`src/rtl/exe_issue_queue_w15.sv`:
```
`default_nettype none
// ============================================================================
// Module      : exe_issue_queue_w15
// Description : Circular-FIFO issue queue feeding exe_unit_w15 over valid/ready,
//               with occupancy and sticky protocol-error outputs.
//               Optional same-cycle bypass when empty: define EXE_ISSUE_BYPASS_EN.
// Revision    : 1.0 - initial release
// ============================================================================
module exe_issue_queue_w15 #(
  parameter int ARG_BYTES  = 8,
  parameter int OPER_BYTES = 2,
  parameter int DEPTH      = 4
) (
  input  logic                     i_clk,
  input  logic                     i_rsn,
  input  logic                     i_valid,
  output logic                     o_ready,
  input  logic [OPER_BYTES-1:0]    i_oper,
  input  logic [ARG_BYTES-1:0]     i_argA,
  input  logic [ARG_BYTES-1:0]     i_argB,
  output logic                     o_valid,
  input  logic                     i_ready,
  output logic [OPER_BYTES-1:0]    o_oper,
  output logic [ARG_BYTES-1:0]     o_argA,
  output logic [ARG_BYTES-1:0]     o_argB,
  output logic [$clog2(DEPTH):0]   o_count,
  output logic                     o_err
);

  localparam int AW = $clog2(DEPTH);
  localparam int CW = AW + 1;
  localparam int EW = OPER_BYTES + 2 * ARG_BYTES;

  logic [EW-1:0] r_mem [DEPTH];
  logic [AW-1:0] r_wr_ptr;
  logic [AW-1:0] r_rd_ptr;
  logic [CW-1:0] r_count;
  logic          r_err;
  logic          r_stall;
  logic [EW-1:0] r_prev_payload;

  logic [EW-1:0] w_in_entry;
  logic [EW-1:0] w_head_entry;
  logic [EW-1:0] w_out_entry;
  logic          w_empty;
  logic          w_full;
  logic          w_push;
  logic          w_pop;
  logic          w_byp_take;
  logic          w_wr_en;
  logic          w_rd_en;
  logic          w_violation;

  assign w_in_entry   = {i_oper, i_argA, i_argB};
  assign w_head_entry = r_mem[r_rd_ptr];
  assign w_empty      = (r_count == '0);
  assign w_full       = (r_count == CW'(DEPTH));

  assign o_ready = !w_full;
  assign o_count = r_count;
  assign o_err   = r_err;

  // Empty queue drives zeros so head data never carries uninitialised storage.
`ifdef EXE_ISSUE_BYPASS_EN
  assign o_valid     = !w_empty || i_valid;
  assign w_out_entry = !w_empty ? w_head_entry : (i_valid ? w_in_entry : '0);
  assign w_byp_take  = w_empty && i_valid && i_ready;
`else
  assign o_valid     = !w_empty;
  assign w_out_entry = !w_empty ? w_head_entry : '0;
  assign w_byp_take  = 1'b0;
`endif

  assign o_oper = w_out_entry[EW-1 -: OPER_BYTES];
  assign o_argA = w_out_entry[2*ARG_BYTES-1 -: ARG_BYTES];
  assign o_argB = w_out_entry[ARG_BYTES-1:0];

  assign w_push  = i_valid && o_ready;
  assign w_pop   = o_valid && i_ready;
  // A bypassed request never touches storage or the pointers.
  assign w_wr_en = w_push && !w_byp_take;
  assign w_rd_en = w_pop && !w_empty;

  // A held-off request must stay asserted with identical payload.
  assign w_violation = r_stall && (!i_valid || (w_in_entry != r_prev_payload));

  always_ff @(posedge i_clk) begin
    if (w_wr_en) begin
      r_mem[r_wr_ptr] <= w_in_entry;
    end
  end

  always_ff @(posedge i_clk or posedge i_rsn) begin
    if (i_rsn) begin
      r_wr_ptr       <= '0;
      r_rd_ptr       <= '0;
      r_count        <= '0;
      r_err          <= 1'b0;
      r_stall        <= 1'b0;
      r_prev_payload <= '0;
    end else begin
      if (w_wr_en) begin
        r_wr_ptr <= r_wr_ptr + AW'(1);
      end
      if (w_rd_en) begin
        r_rd_ptr <= r_rd_ptr + AW'(1);
      end
      r_count        <= r_count + CW'(w_wr_en) - CW'(w_rd_en);
      r_stall        <= i_valid && !o_ready;
      r_prev_payload <= w_in_entry;
      if (w_violation) begin
        r_err <= 1'b1;
      end
    end
  end

endmodule
`default_nettype wire

```
`config.mk`:
```
export PLATFORM = sky130hd
export DESIGN_NAME = exe_issue_queue_w15
export DESIGN_NICKNAME = d
export VERILOG_FILES = /design/src/rtl/exe_issue_queue_w15.sv
export SDC_FILE = /design/constraint.sdc
export NUM_CORES = 1
export LEC_CHECK = 0
export ABC_AREA = 1
export ABC_CLOCK_PERIOD_IN_PS = 3800
export CORE_ASPECT_RATIO = 0.6
export CORE_MARGIN = 2
export CORE_UTILIZATION = 55
export CTS_BUF_LIST = sky130_fd_sc_hd__clkbuf_2
export DETAILED_ROUTE_END_ITERATION = 6
export GPL_TIMING_DRIVEN = 0
export HOLD_SLACK_MARGIN = 0.02
export PLACE_DENSITY = 0.78
export SLEW_MARGIN = 30
export SYNTH_ARGS = -nofsm -noshare
export SYNTH_HDL_FRONTEND = slang
export SYNTH_SLANG_ARGS = --single-unit
```
`constraint.sdc`:
```
create_clock -name i_clk -period 3.8 [get_ports i_clk]
set_input_delay 1.14 -clock i_clk [delete_from_list [all_inputs] [get_ports i_clk]]
set_output_delay 1.14 -clock i_clk [all_outputs]
set_load 0.05 [all_outputs]
```
==> summary.txt <==
Critical path
  – Worst r2r src: o_count[1]
  – Terminus of the critical flop-to-flop path: o_count[2]
  – Crit-path max FO: 10
  – Crit path largest cell delay: 0.81 ns
  – Worst Path Required: 2.66 ns
  – Startpoint types: register
  – CP arrival: 2.53 ns
  – R2R depth: 8
  – CP Launch Point: r_rd_ptr[0]
  – Top delay family on crit path: buffers and inverters
  – Worst-path cell chain: inv_2 -> clkbuf_2 -> o21ai_1 -> a21oi_1 -> clkdlybuf4s50_1
  – Slowest cell on crit path: clkdlybuf4s50_1
  – Worst reg-to-reg setup slack: 1.71 ns
  – Crit Path Category: register to primary output
  – CP Capture Type: primary output
  – Buf+Inv Stages, Crit Path: 3

Clock tree
  – Clock net sink count: 99
  – Post-CTS setup repair buffer count: 0
  – CTS H-tree depth: 3
  – TritonCTS clock tree: yes
  – Worst skew pair latency: 0.54 ns
  – Hold-fix buffer count after cts: 0
  – Register clock-pin slew on the reported worst setup and hold paths: 0.23 ns
  – CTS buffer count: 9
  – Clock Root Buffer: clkbuf_2
  – Deepest clock path buffer count: 2

Global routing
  – Vias in the first global route: 2,614
  – Grt total ovfl: 0
  – Largest net degree at the start of global routing: 28
  – Initial antenna violation count: 0
  – First-pass GRT wire length: 13,500 um
  – Tot GR Track Use: 0.226

Hold path
  – Min-delay src: r_stall
  – Worst Hold End: o_err
  – Hold Path Stages: 2
  – Worst Hold Class: register to register

Synth
  – Top-area cell type share of the netlist area: 0.530
  – Average size of a mapped cell: 11.2 um^2
  – YS warnings: 0
  – Cell taking the most area after synthesis: edfxtp_1
  – Seq/Total Area, Yosys: 0.696
  – Yosys cell types: 22
  – Main combinational cell family by area after synthesis: simple AND/OR/NAND/NOR gates
  – Post-Synth Adder-Cell Area: 0.0233
  – Compound-Gate Fraction of Synth Area: 0.0687
  – Post-synthesis register bit count: 99
  – Synth top area cells: edfxtp_1 (53%), dfrtp_1 (17%), nor2_1 (9.0%), nand2_1 (3.6%), inv_1 (3.4%)
  – Synth Cell Area: 4080 um^2
  – Xor and xnor area share after synthesis: 0.0172
  – Syn Nets: 394
  – Portion of netlist area occupied by mux cells: 0
  – Cells after synthesis: 365
  – Area share of and/or/nand/nor cells after synthesis: 0.136

Timing
  – Final Max Slew Viols: 0
  – Relative slew margins: 0.584
  – Total negative slack: 0 ns
  – Worst-Margin Slew: 0.623 ns
  – Final-report hold violation count: 0
  – Min Tclk post-route: 3.67 ns
  – Endpoints failing setup: 0
  – RSZ-0062 raised after global routing: false
  – Max Freq: 273 MHz
  – Layout Skew: 0.0179 ns
  – Final worst path period share: 0.965

Outcome
  – Status: completed

Detailed routing
  – ANT nets after route: 0
  – DRT Pass-1 Iters: 4
  – Vias: 2,700
  – Vias per cell: 5.08
  – Post-Route WL: 8540 um
  – Routed wl met3: 525 um
  – Routed wire per std cell: 16.1 um
  – DRC marker count from the first detailed-route iteration: 200
  – Top routing layer used: met4
  – Met1 wire length: 3950 um
  – Met2 Routed Length: 3980 um
  – DRC: 0

Placement
  – Port Buffer Count: 45
  – Placed Area: 4690 um^2
  – Dpl hpwl: 5610 um
  – Routability congestion estimate: 0.797

Die
  – Die Ht: 70.7 um
  – Starting Density: 0.563
  – Core Rows: 24
  – Num ports: 46
  – Die width: 115 um
  – Core Area: 7240 um^2
  – Full die area: 8140 um^2

Cells and area
  – Most frequent cells in the layout: nor2_1 (94), edfxtp_1 (72), nand2_1 (39)
  – Final core utilization: 0.665
  – # fillers: 573
  – Nets: 450
  – Final instance area: 4810 um^2
  – Layout cells sized above 1: 0.0869
  – Area growth, synth to finish: 18.1%
  – Most common cell after layout, fill and taps aside: nor2_1

Pwr
  – P_leak: 2.06 nW
  – Maximum vdd drop: 0.522 mV
  – Cell area power density: 826 nW/um^2
  – Total Power: 3.98 mW

Run
  – Number of max-cap violations: 0
what timing repair did:
action | CTS | global route
pin swaps | 0 | 0
resized for setup | 4 | 14
endpoints found under the setup margin | 12 | 14
cloned | 0 | 0
Yosys cell counts (all sizes together):
| master | instances |
|---|---|
| nand2 | 40 |
| xor2 | 4 |
| nor3 | 1 |
| clkbuf | 2 |
| or2 | 2 |
| edfxtp | 72 |
| nand3 | 3 |
| fa | 1 |
| inv | 39 |
| o21ai | 37 |
| xnor2 | 4 |
| buf | 10 |
| a21oi | 19 |
| dfrtp | 27 |
| ha | 6 |
| nor2 | 98 |
where the power goes:
part / switching (mW) / internal [mW] / leakage (nW)
Clock: 0.336 / 0.0887 / 0.0560
Combinational: 1.46 / 0.639 / 1.03
Sequential: 0.0727 / 1.38 / 0.973
Total: 1.87 / 2.11 / 2.06
worst max path at each step:
stage                              end  slack (ns)  depth (start not counted)
after floorplan              o_argA[0]        0.77                          4
after global placement    r_mem[2][10]        0.25                          3
after detailed placement     o_argB[7]        0.36                          5
after CTS                    o_argA[4]        0.03                          5
after global routing           o_valid       0.005                          5
final                        o_argB[3]        0.13                          5
metal layers:
metal | up-vias | GRT usage
met2 | 85 | 0.354
met5 | - | 0
li1 | 1306 | -
met4 | 0 | 0.0442
met3 | 10 | 0.0583
met1 | 1299 | 0.328
sequential cells by signal, summed over array words and instances, names as in the netlist:
name,cells
r_mem,72
r_prev_payload,18
o_count,3
r_rd_ptr,2
r_wr_ptr,2
o_err,1
r_stall,1
worst register-to-register path, stage by stage, from the launching register on:
cell	delay, ns
dfrtp_1	0.50
nor2_1	0.07
nand2_1	0.11
nand2_2	0.20
ha_1	0.36
inv_1	0.04
ha_1	0.18
fa_1	0.38
xor2_1	0.17
stage by stage:
step	hold WS, ns	setup WS, ns	instances
floorplan	0.418	0.771	365
global placement	0.441	0.252	514
detailed placement	0.451	0.355	514
CTS	0.502	0.0347	530
global route	0.524	0.00524	530
finish	0.493	0.134	531
cell type report:
class | instances | area (um^2) | share of cell area
Antenna cell | 1 | 2.50 | 0.000520
Timing Repair Buffer | 45 | 482 | 0.100
Clock inverter | 6 | 41.3 | 0.00858
Buffer | 12 | 96.3 | 0.0200
Inverter | 39 | 146 | 0.0304
Multi-Input combinational cell | 215 | 1030 | 0.214
Sequential cell | 99 | 2840 | 0.589
Tap cell | 104 | 130 | 0.0270
Clock buffer | 10 | 50.0 | 0.0104
logic make-up after synthesis:
logic type,Yosys count
fa+ha+maj,7
xor+xnor,8
flops,99
buf+inv,51
compound gates,56
simple gates,144
Power figures use the tool's default switching activity.
